**src/rtl/move_sequencer.sv**
```systemverilog
// Move sequencer: owns the 4x4 board, streams four lines per move through a shared
// merge unit, spawns new tiles and evaluates win / game-over.
module move_sequencer #(
   parameter logic [15:0] SEED    = 16'hACE1,
   parameter int unsigned WIN_EXP = 11
) (
   input  logic        clock,
   input  logic        resetn,
   input  logic        start,
   input  logic [3:0]  dir,
   output logic        merge_req,
   output logic [15:0] merge_line,
   input  logic        merge_ack,
   input  logic [15:0] merge_result,
   output logic [63:0] board,
   output logic        busy,
   output logic        won,
   output logic        game_over,
   output logic [2:0]  state
);

   localparam logic [2:0] IDLE  = 3'd0;
   localparam logic [2:0] LOAD  = 3'd1;
   localparam logic [2:0] REQ   = 3'd2;
   localparam logic [2:0] WRITE = 3'd3;
   localparam logic [2:0] SPAWN = 3'd4;
   localparam logic [2:0] CHECK = 3'd5;
   localparam logic [2:0] OVER  = 3'd6;
   localparam logic [2:0] CLEAR = 3'd7;

   logic [2:0]  r_state, w_state_nxt;
   logic [63:0] r_board, w_board_nxt;
   logic [15:0] r_line, w_line_nxt;
   logic [15:0] r_res, w_res_nxt;
   logic [15:0] r_lfsr;
   logic [3:0]  r_dir_prev;
   logic [3:0]  r_dir, w_dir_nxt;
   logic [1:0]  r_idx, w_idx_nxt;
   logic        r_changed, w_changed_nxt;
   logic [1:0]  r_cnt, w_cnt_nxt;
   logic [3:0]  r_ptr, w_ptr_nxt;
   logic [3:0]  r_probe, w_probe_nxt;
   logic        r_won, w_won_nxt;

   logic [3:0]  w_tile [16];
   logic        w_full, w_pair, w_any_win, w_accept;
   logic [3:0]  w_spawn_val;

   // Board cell (4r+c) holding element e of line i for the latched direction.
   function automatic logic [3:0] cell_of(input logic [3:0] d, input logic [1:0] i,
                                          input logic [1:0] e);
      logic [1:0] r, c;
      if (d[3]) begin
         r = e;         c = i;
      end else if (d[2]) begin
         r = 2'd3 - e;  c = i;
      end else if (d[0]) begin
         r = i;         c = 2'd3 - e;
      end else begin
         r = i;         c = e;
      end
      return {r, c};
   endfunction

   always_comb begin
      w_full    = 1'b1;
      w_pair    = 1'b0;
      w_any_win = 1'b0;
      for (int p = 0; p < 16; p++) begin
         w_tile[p] = r_board[63-4*p -: 4];
         if (w_tile[p] == 4'd0) w_full = 1'b0;
         if (32'(w_tile[p]) >= WIN_EXP) w_any_win = 1'b1;
      end
      for (int r = 0; r < 4; r++) begin
         for (int c = 0; c < 3; c++) begin
            if (w_tile[4*r+c] != 4'd0 && w_tile[4*r+c] == w_tile[4*r+c+1]) w_pair = 1'b1;
         end
      end
      for (int r = 0; r < 3; r++) begin
         for (int c = 0; c < 4; c++) begin
            if (w_tile[4*r+c] != 4'd0 && w_tile[4*r+c] == w_tile[4*r+c+4]) w_pair = 1'b1;
         end
      end
   end

   assign w_accept    = (r_dir_prev == 4'd0) && (dir != 4'd0) && ((dir & (dir - 4'd1)) == 4'd0);
   assign w_spawn_val = (r_lfsr[15:12] == 4'd0) ? 4'd2 : 4'd1;

   always_comb begin
      w_state_nxt   = r_state;
      w_board_nxt   = r_board;
      w_line_nxt    = r_line;
      w_res_nxt     = r_res;
      w_dir_nxt     = r_dir;
      w_idx_nxt     = r_idx;
      w_changed_nxt = r_changed;
      w_cnt_nxt     = r_cnt;
      w_ptr_nxt     = r_ptr;
      w_probe_nxt   = r_probe;
      w_won_nxt     = r_won;
      if (start) begin
         w_state_nxt = CLEAR;
      end else begin
         case (r_state)
            IDLE: begin
               if (w_accept) begin
                  w_dir_nxt     = dir;
                  w_idx_nxt     = 2'd0;
                  w_changed_nxt = 1'b0;
                  w_state_nxt   = LOAD;
               end
            end
            LOAD: begin
               for (int e = 0; e < 4; e++) begin
                  w_line_nxt[15-4*e -: 4] = w_tile[cell_of(r_dir, r_idx, 2'(e))];
               end
               w_state_nxt = REQ;
            end
            REQ: begin
               if (merge_ack) begin
                  w_res_nxt   = merge_result;
                  w_state_nxt = WRITE;
               end
            end
            WRITE: begin
               for (int e = 0; e < 4; e++) begin
                  w_board_nxt[63-4*int'(cell_of(r_dir, r_idx, 2'(e))) -: 4] = r_res[15-4*e -: 4];
               end
               w_changed_nxt = r_changed | (r_res != r_line);
               if (r_idx != 2'd3) begin
                  w_idx_nxt   = r_idx + 2'd1;
                  w_state_nxt = LOAD;
               end else if (w_changed_nxt) begin
                  w_cnt_nxt   = 2'd1;
                  w_ptr_nxt   = r_lfsr[3:0];
                  w_probe_nxt = 4'd0;
                  w_state_nxt = SPAWN;
               end else begin
                  w_state_nxt = CHECK;
               end
            end
            SPAWN: begin
               if (w_tile[r_ptr] == 4'd0) begin
                  w_board_nxt[63-4*int'(r_ptr) -: 4] = w_spawn_val;
                  w_cnt_nxt   = r_cnt - 2'd1;
                  w_ptr_nxt   = r_lfsr[3:0];
                  w_probe_nxt = 4'd0;
                  if (r_cnt == 2'd1) w_state_nxt = CHECK;
               end else if (r_probe == 4'd15) begin
                  w_state_nxt = CHECK;
               end else begin
                  w_ptr_nxt   = r_ptr + 4'd1;
                  w_probe_nxt = r_probe + 4'd1;
               end
            end
            CHECK: begin
               w_won_nxt   = r_won | w_any_win;
               w_state_nxt = (w_full && !w_pair) ? OVER : IDLE;
            end
            OVER: w_state_nxt = OVER;
            default: begin
               w_board_nxt = '0;
               w_won_nxt   = 1'b0;
               w_cnt_nxt   = 2'd2;
               w_ptr_nxt   = r_lfsr[3:0];
               w_probe_nxt = 4'd0;
               w_state_nxt = SPAWN;
            end
         endcase
      end
   end

   always_ff @(posedge clock or negedge resetn) begin
      if (!resetn) begin
         r_state    <= IDLE;
         r_board    <= '0;
         r_line     <= '0;
         r_res      <= '0;
         r_lfsr     <= SEED;
         r_dir_prev <= '0;
         r_dir      <= '0;
         r_idx      <= '0;
         r_changed  <= 1'b0;
         r_cnt      <= '0;
         r_ptr      <= '0;
         r_probe    <= '0;
         r_won      <= 1'b0;
      end else begin
         r_state    <= w_state_nxt;
         r_board    <= w_board_nxt;
         r_line     <= w_line_nxt;
         r_res      <= w_res_nxt;
         r_lfsr     <= {r_lfsr[14:0], r_lfsr[15] ^ r_lfsr[13] ^ r_lfsr[12] ^ r_lfsr[10]};
         r_dir_prev <= dir;
         r_dir      <= w_dir_nxt;
         r_idx      <= w_idx_nxt;
         r_changed  <= w_changed_nxt;
         r_cnt      <= w_cnt_nxt;
         r_ptr      <= w_ptr_nxt;
         r_probe    <= w_probe_nxt;
         r_won      <= w_won_nxt;
      end
   end

   assign merge_req  = (r_state == REQ);
   assign merge_line = r_line;
   assign board      = r_board;
   assign busy       = (r_state != IDLE) && (r_state != OVER);
   assign won        = r_won;
   assign game_over  = (r_state == OVER);
   assign state      = r_state;

endmodule

```
**config.mk**
```make
export PLATFORM = sky130hd
export DESIGN_NAME = move_sequencer
export DESIGN_NICKNAME = d
export VERILOG_FILES = /design/src/rtl/move_sequencer.sv
export SDC_FILE = /design/constraint.sdc
export NUM_CORES = 1
export LEC_CHECK = 0
export CORE_MARGIN = 5
export CORE_UTILIZATION = 35
export DETAILED_ROUTE_END_ITERATION = 10
export MAX_ROUTING_LAYER = met4
export PLACE_DENSITY = 0.51
export SLEW_MARGIN = 15
export SYNTH_ARGS = -nofsm -noshare
export SYNTH_HDL_FRONTEND = slang
export SYNTH_SLANG_ARGS = --single-unit
```
**constraint.sdc**
```tcl
create_clock -name clock -period 2 [get_ports clock]
set_input_delay 0.5 -clock clock [delete_from_list [all_inputs] [get_ports clock]]
set_output_delay 0.5 -clock clock [all_outputs]
set_load 0.1 [all_outputs]
```
# ---- Word-level counts from Yosys, hierarchy flattened
# Index checks and enable logic that the tools add are counted.
dict set report classes {
  bitwise 14
  mux 161
  magnitude_cmp 21
  reduce_logical 80
  add_sub_neg 15
  eq_ne 45
  shift 10
}
# op n
set ops {}
lappend ops {{$shift 4x33->67 const A} 5}
lappend ops {{$shiftx 4x33->67} 5}
lappend ops {{$bwmux 64} 5}
lappend ops {{$pmux 64 s3} 1}
lappend ops {{$neg 7->33} 5}
lappend ops {{$mux 2} 58}
lappend ops {{$eq 4x4->1} 24}
lappend ops {{$bmux 4 s4} 5}
lappend ops {{$logic_not 4->1} 20}
lappend ops {{$mux 4} 18}
lappend ops {{$ge 4x4->1 const B} 16}
lappend ops {{$mux 64} 1}
lappend ops {{$reduce_bool 4->1} 16}
lappend ops {{$mux 1} 58}
lappend ops {{$sub 6x6->7 const A} 5}
lappend ops {{$logic_and 1x1->1} 28}
lappend ops {{$ge 5x5->1 const B} 5}
lappend ops {{$not 4->5} 5}
lappend ops {{$mux 3} 8}
lappend ops {{$pmux 4 s3} 2}
lappend ops {{$pmux 3 s7} 1}
lappend ops {{$ne 16x16->1} 1}
lappend ops {{$ne 2x2->1 const B} 6}
lappend ops {{$reduce_and 3->1} 4}
lappend ops {{28 further kinds} 44}
dict set report totals {
  in_bits 24
  elab_cells 359
  ff_bits 137
  out_inout_bits 87
}

# ---- Longest topological paths before layout
# Gate-level depths: netlist of the first run.
dict set report logic_depth {
  depth_word 31
  mapped_depth 9
  mapped_depth_nobuf 7
}

# ---- Worst setup path after synthesis of the first run
# No wires, ideal clock.
dict set report synth_timing {
  path_kind {reg-to-reg}
  startpoint {register r_state[1], in the netlist state[1]}
  endpoint {register r_res[10]}
  slack_ns -1.799
  t_required_ns 1.875
  setup_time_ns 0.125
  synth_period_minus_slack_ns 3.799
  n_path_buf 2
  stages_incl_launch_ff 7
  arrival_ns 3.674
  path_cell_list {dfrtp_1 -> buf_2 -> nand2b_1 -> nor2_1 -> nand3_1 -> buf_2 -> mux2_2}
}
dict set report synth_between {
  elab_chain_cells 2
}
# element line
set synth_rtl {}
lappend synth_rtl {{from (decl)} 31} ;# logic [2:0] r_state, w_state_nxt;
lappend synth_rtl {{from (signal assigned)} 189} ;# r_state <= w_state_nxt;
lappend synth_rtl {{$eq 3x2->1} --}
lappend synth_rtl {{named net merge_req} 11} ;# output logic merge_req,
lappend synth_rtl {{$reduce_and 3->1 (no line)} --}
lappend synth_rtl {{to (signal assigned)} 192} ;# r_res <= w_res_nxt;
lappend synth_rtl {{to (decl)} 34} ;# logic [15:0] r_res, w_res_nxt;
# The timed path passes the listed nets, and every way through them passes these cells.
# A chain may end at the register's enable or synchronous reset.

# ---- Worst setup path in the final report of the first run
dict set report layout_timing {
  startpoint {register r_dir[3]}
  endpoint {register r_line[7], in the netlist merge_line[7]}
}
dict set report layout_between {
  elab_chain_cells 7
  elab_cells_between_ends 10
  classes_between {mux (9); bitwise (1)}
}
# element line
set layout_rtl {}
lappend layout_rtl {{from (decl)} 37} ;# logic [3:0] r_dir, w_dir_nxt;
lappend layout_rtl {{from (signal assigned)} 195} ;# r_dir <= w_dir_nxt;
lappend layout_rtl {{$mux 2} --}
lappend layout_rtl {{$mux 2} 104} ;# case (r_state)
lappend layout_rtl {{$mux 2} 101} ;# if (start) begin
lappend layout_rtl {{$not 4->5 (not written as such) (*)} 115} ;# w_line_nxt[15-4*e -: 4] = w_tile[cell_of(r_dir, r_idx, 2'(e))];
lappend layout_rtl {{$bmux 4 s4 (*)} 115}
lappend layout_rtl {{$mux 4 (not written as such) (*) (2 in series)} 115}
lappend layout_rtl {{to (signal assigned)} 191} ;# r_line <= w_line_nxt;
lappend layout_rtl {{to (decl)} 33} ;# logic [15:0] r_line, w_line_nxt;
# Every way passes the cells marked *; elsewhere a longest branch is shown, timed or not. The select of a mux whose other input is x is not followed.

==> flow_summary.yaml, run 1 <==
cts:
  cts_tree: "built"
  ctsRootBufferMaster: "clkbuf_16"
  clockBufferDepth: 2
  htreeDepth: 4
  clkLatencyLatePin_ns: 0.47
  cts_made_buffers: 17
  cts.sink_count: 136
  clkSlewWorstSetupHoldPaths_ns: 0.07
timing:
  max_freq_ghz: 0.428
  whs_ns: 0.350
  setup_viol: 95
  relSlewSlack_pct: 40.5
  final_hold_viol_count: 0
  rsz0062_at_grt: "yes"
  finClkSkew_ns: 0.0130
  post-route-period-util_pct: 117
  finalMaxSlewViolations: 0
  period_minus_slack_ns: 2.34
  layout_setup_ws_ns: -0.338
  tightest_slew_ns: 0.887
setup_path:
  r2r-start: "r_dir[3]"
  crit_type: "reg2reg"
  r2r_setup_slack_ns: -0.34
  critical_path.startpoint_type: "flop"
  arrival_ns: 2.65
  required_ns: 2.31
  cp_max_fo: 10
  cp-startpoint: "r_dir[3]"
  crit_path_end_kind: "flop"
global_route:
  grt_max_degree: 52
  grt_overflow_total: 0
  grt_pass1_wl_um: 94300
  antenna_found_initial: 1
  grt_use_total_pct: 33.9
  grt_pass1_vias: 14100
placed_design:
  dpl.cell_count: 2216
  port-buffer-count: 110
  place_area_um2: 18000
  dp_slack_ns: -0.435
  hpwl_um: 49900
  gp_congestion: 0.988
finish:
  final_common_cell: "buf_4"
  layout-drive-gt1-share_pct: 53.8
  nets: 1881
  syn_to_final_growth_pct: 72.3
  most-common-layout-cells: "buf_4 (387), mux2i_1 (132), buf_12 (121)"
  design_area_um2: 21100
  final_cells: 2317
yosys:
  syn_avg_cell_area_um2: 8.77
  synth_ff_type: "dfrtp_1"
  synthCells: 1394
  yosysUniqueCellTypes: 79
  synth_top_family_by_area: "compound AO/OA/AOI/OAI gates"
  syn-num-nets: 1427
  muxShareOfSynthArea_pct: 20.0
  synth_edf_count: 0
  synth_area_leaders: "dfrtp_1 (26%), mux2i_1 (15%), xnor2_1 (5.5%)"
  synth-seq-cells: 136
  synthArstFlopShare_pct: 100
  ys_seq_area_share_pct: 27.9
  synth-simple-area-share_pct: 14.6
  yosysTopAreaCellShare_pct: 26.2
  synthXorXnorAreaFrac_pct: 7.81
  yosys.area.top_type: "dfrtp_1"
  yosysWarnings: 0
  synthAdderAreaFrac_pct: 0.921
  synth_area_um2: 12200
  synth_compound_gate_area_share_pct: 22.0
min_path:
  hold_class: "reg2reg"
  hp-start: "r_lfsr[8]"
power:
  powerDensity_nw_per_um2: 937
  power_mw: 19.7
  worst_ir_drop_vdd_mv: 0.895
  leakagePower_nw: 8.94
floorplan:
  die_w_um: 197
  die_h_um: 197
  core_area_um2: 34500
  io_pins: 111
  start_util_pct: 35.4
  die-area_um2: 38800
  rows: 68
route:
  via_per_inst: 6.15
  routedWlPerCell_um: 28.7
  vias: 14300
  drcViolationCount: 0
  drt_iter0_markers: 1563
  drt-total-wl_um: 66400
  drtPass1Iterations: 6
  ant_nets: 0
outcome:
  outcome: "finished, violations left"
  violations: "negative setup slack"
flow_run:
  drv_cap: 0
## sequential cells by signal, indices dropped and copies added (netlist names)
register,count
r_dir_prev,4
r_idx,2
r_changed,1
r_cnt,2
state,3
r_lfsr,16
r_probe,4
board,64
r_ptr,4
won,1
r_res,16
merge_line,16
r_dir,3
## cell families (layout without fill, tap and decap cells)
| family | count (synthesis) | after routing |
|---|---|---|
| compound gates | 392 | 392 |
| simple gates | 339 | 339 |
| mux | 229 | 229 |
| buf+inv | 180 | 647 |
| flops | 136 | 136 |
| xor+xnor | 109 | 109 |
| fa+ha+maj | 9 | 9 |
| other cells | 0 | 1 |
## routing by layer
metal | vias to the layer above | part of all wire [%] | global-route usage (%)
met4 | 0 | 5.2 | 15.8
met5 | - | 0 | -
met1 | 7026 | 40 | 43.9
met2 | 887 | 46 | 51.5
li1 | 6110 | - | -
met3 | 234 | 8.9 | 6.09
## worst max-delay path, cell delays in order, from the launching register on
cell and delay, ns:
dfrtp_2 0.49, nor2_4 0.19, mux2i_4 0.32, buf_12 0.20, mux2i_1 0.27, mux2i_1 0.13, mux2i_1 0.30, buf_4 0.17
o221ai_1 0.11
## final timing paths
check,endpoint,cells past startpoint
max,merge_line[7],8
min,r_lfsr[9],0
max reg2reg,merge_line[7],8
min reg2reg,r_lfsr[9],0
max in group asynchronous,r_lfsr[13],3
min in group asynchronous,r_res[2],2
## synthesized netlist by cell type (6+ instances only)
| library cell | instances |
|---|---|
| a2111oi_0 | 7 |
| a211oi_1 | 21 |
| a21o_1 | 13 |
| a21oi_1 | 69 |
| a22o_1 | 41 |
| a22oi_1 | 9 |
| a2bb2oi_1 | 12 |
| a31oi_1 | 7 |
| and3_1 | 11 |
| buf_2 | 71 |
| buf_4 | 9 |
| clkbuf_1 | 75 |
| dfrtp_1 | 128 |
| dfstp_2 | 8 |
| ha_1 | 9 |
| inv_1 | 20 |
| mux2_2 | 31 |
| mux2i_1 | 187 |
| mux4_2 | 8 |
| nand2_1 | 88 |
| nand2b_1 | 6 |
| nand3_1 | 27 |
| nand3b_1 | 6 |
| nand4_1 | 23 |
| nor2_1 | 67 |
| nor2b_1 | 8 |
| nor3_1 | 28 |
| nor4_1 | 22 |
| nor4_2 | 7 |
| o21ai_0 | 80 |
| o21ai_1 | 17 |
| o221ai_1 | 21 |
| o22ai_1 | 29 |
| o2bb2ai_1 | 24 |
| or3_1 | 17 |
| xnor2_1 | 77 |
| xor2_1 | 32 |
## layout make-up
type                            count  area, um^2
Multi-Input combinational cell   1078        9770
Tap cell                          455         569
Clock buffer                       18         450
Clock inverter                     14         131
Fill cell                        2959       13500
Timing Repair Buffer              595        6390
Sequential cell                   136        3680
Inverter                           20        77.6
Antenna cell                        1        2.50
## power by group
| part | internal [mW] | total, mW | leakage (nW) | switching, mW |
|---|---|---|---|---|
| Clock | 1.71 | 3.24 | 0.282 | 1.52 |
| Combinational | 5.29 | 12.7 | 7.01 | 7.44 |
| Sequential | 3.23 | 3.78 | 1.65 | 0.554 |
## per-stage QoR
stage / util (%) / TNS [ns]
3_5_place_dp: 52.2 / -24.30
3_3_place_gp: 52.2 / -23.50
5_1_grt: 61.0 / -20.25
6_report: 61.0 / -16.18
4_1_cts: 57.7 / -11.04
2_1_floorplan: - / -19.05
## what timing repair did
item / in CTS / in global routing
cloned: 4 / 3
pin swaps: 51 / 56
resized for setup: 221 / 183
hold buffers: 1 / 0
setup buffers: 38 / 30
endpoints found under the hold margin: 24 / 0
setup endpoints to repair: 100 / 102
Note: power is estimated with default switching activity, not from simulation.
==> run 2: changes to the inputs <==
--- a/config.mk
+++ b/config.mk
@@ -5,11 +5,12 @@
 export SDC_FILE = /design/constraint.sdc
 export NUM_CORES = 1
 export LEC_CHECK = 0
+export CAP_MARGIN = 20
 export CORE_MARGIN = 5
-export CORE_UTILIZATION = 35
+export CORE_UTILIZATION = 30
 export DETAILED_ROUTE_END_ITERATION = 10
 export MAX_ROUTING_LAYER = met4
-export PLACE_DENSITY = 0.51
+export PLACE_DENSITY = 0.45
 export SLEW_MARGIN = 15
 export SYNTH_ARGS = -nofsm -noshare
 export SYNTH_HDL_FRONTEND = slang
==> flow_summary.yaml, run 2 (synthesized netlist as in run 1, its figures left out) <==
power:
  power_mw: 20.5
  powerDensity_nw_per_um2: 930
  worst_ir_drop_vdd_mv: 0.657
  leakagePower_nw: 9.33
route:
  ant_nets: 0
  drt-total-wl_um: 69900
  routedWlPerCell_um: 28.6
  drt-met1-wl_um: 28600
  drtPass1Iterations: 8
  via_per_inst: 5.87
  wl_met2_um: 31800
  vias: 14300
  drt_iter0_markers: 1295
  drcViolationCount: 0
  top_layer: "met4"
  wl_met3_um: 5380
setup_path:
  required_ns: 2.38
  arrival_ns: 2.71
  crit_path_end_kind: "flop"
  cp_max_fo: 7
  crit_type: "reg2reg"
  critical_path.startpoint_type: "flop"
floorplan:
  start_util_pct: 30.2
  die_w_um: 212
  core_area_um2: 40600
  die_h_um: 212
  die-area_um2: 44900
  io_pins: 111
  rows: 74
placed_design:
  hpwl_um: 51200
  place_area_um2: 18300
  gp_congestion: 1.00
  port-buffer-count: 110
outcome:
  outcome: "finished, violations left"
  violations: "negative setup slack"
cts:
  cts.sink_count: 136
  clkLatencyLatePin_ns: 0.46
  htreeDepth: 4
  hold_buffers: 0
  ctsRootBufferMaster: "clkbuf_16"
  clkSlewWorstSetupHoldPaths_ns: 0.07
  clockBufferDepth: 2
  cts_tree: "built"
  cts_made_buffers: 17
timing:
  final_hold_viol_count: 0
  finalMaxSlewViolations: 0
  tightest_slew_ns: 0.812
  setup_viol: 98
  period_minus_slack_ns: 2.33
  post-route-period-util_pct: 117
  relSlewSlack_pct: 45.5
  rsz0062_at_grt: "yes"
  max_freq_ghz: 0.429
  finClkSkew_ns: 0.00935
  layout_setup_ws_ns: -0.332
finish:
  most-common-layout-cells: "buf_4 (393), mux2i_1 (139), buf_12 (125)"
  n_antenna_cell: 0
  nFillCells: 3606
  syn_to_final_growth_pct: 80.0
  largest_register_ffs: 64
  nets: 1932
  final_common_cell: "buf_4"
  layout-drive-gt1-share_pct: 56.0
  design_area_um2: 22000
global_route:
  antenna_found_initial: 0
  grt_overflow_total: 0
  grt_use_total_pct: 31.4
  grt_pass1_vias: 14400
  grt_pass1_wl_um: 100000
  grt_max_degree: 51
flow_run:
  drv_cap: 0
min_path:
  hold_class: "in2async"
[run 2: worst paths after layout]
| kind | slack [ns] | startpoint | depth (start not counted) | endpoint |
|---|---|---|---|---|
| worst max-delay path | -0.33 | board[24] | 9 | board[40] |
| worst min-delay path | 0.03 | resetn | 1 | merge_line[14] |
| worst max register to register | -0.33 | board[24] | 9 | board[40] |
| worst min register to register | 0.35 | r_lfsr[4] | 0 | r_lfsr[5] |
| max in group asynchronous | 1.32 | resetn | 2 | r_lfsr[10] |
| min in group clock | 0.35 | r_lfsr[4] | 0 | r_lfsr[5] |
[run 2: area by class of cell]
class / instances / area (um^2) / share of cell area (%)
timing repair buffer: 645 / 7050 / 32.0
sequential: 136 / 3680 / 16.7
clock inverter: 14 / 98.8 / 0.449
tap: 532 / 666 / 3.02
inverter: 20 / 75.1 / 0.341
multi-input combinational: 1079 / 10000 / 45.5
clock buffer: 18 / 429 / 1.95
[run 2: power breakdown]
| group | internal, mW | total [mW] | switching (mW) |
|---|---|---|---|
| combinational | 5.94 | 13.7 | 7.73 |
| sequential | 3.23 | 3.79 | 0.566 |
| clock | 1.59 | 3.01 | 1.42 |
| total | 10.8 | 20.5 | 9.72 |
[run 2: worst max-delay path, cell delays in order (launching register included)]
cell and delay [ns]:
dfrtp_4 0.50, nor4_4 0.46, a22o_1 0.26, o21ai_4 0.08, and4_4 0.19, buf_12 0.13
a21oi_4 0.15, buf_6 0.17, buf_12 0.14, a22o_1 0.16
[run 2: through the flow]
step / std cells / hold slack [ns] / worst slack, ns / util (%) / setup TNS (ns)
3_3_place_gp: 2319 / 0.339 / -0.496 / 45.1 / -37.77
6_report: 2444 / 0.0314 / -0.332 / 54.3 / -19.51
3_5_place_dp: 2319 / 0.338 / -0.484 / 45.1 / -33.27
4_1_cts: 2424 / 0.0372 / -0.323 / 51.7 / -12.76
5_1_grt: 2444 / 0.0523 / -0.356 / 54.3 / -23.41
2_1_floorplan: 1394 / 0.204 / -0.271 / - / -19.05
[run 2: metal layers]
| layer | global-route usage [%] | vias up |
|---|---|---|
| li1 | - | 6223 |
| met1 | 40.1 | 7176 |
| met2 | 48.0 | 723 |
| met3 | 6.22 | 218 |
| met4 | 14.9 | 0 |
| met5 | - | - |
[run 2: what timing repair did]
item,in CTS,in global routing
gates resized for setup,322,166
pin swaps,104,66
setup buffers,72,25
endpoints found under the setup margin,103,108
gates cloned,10,2
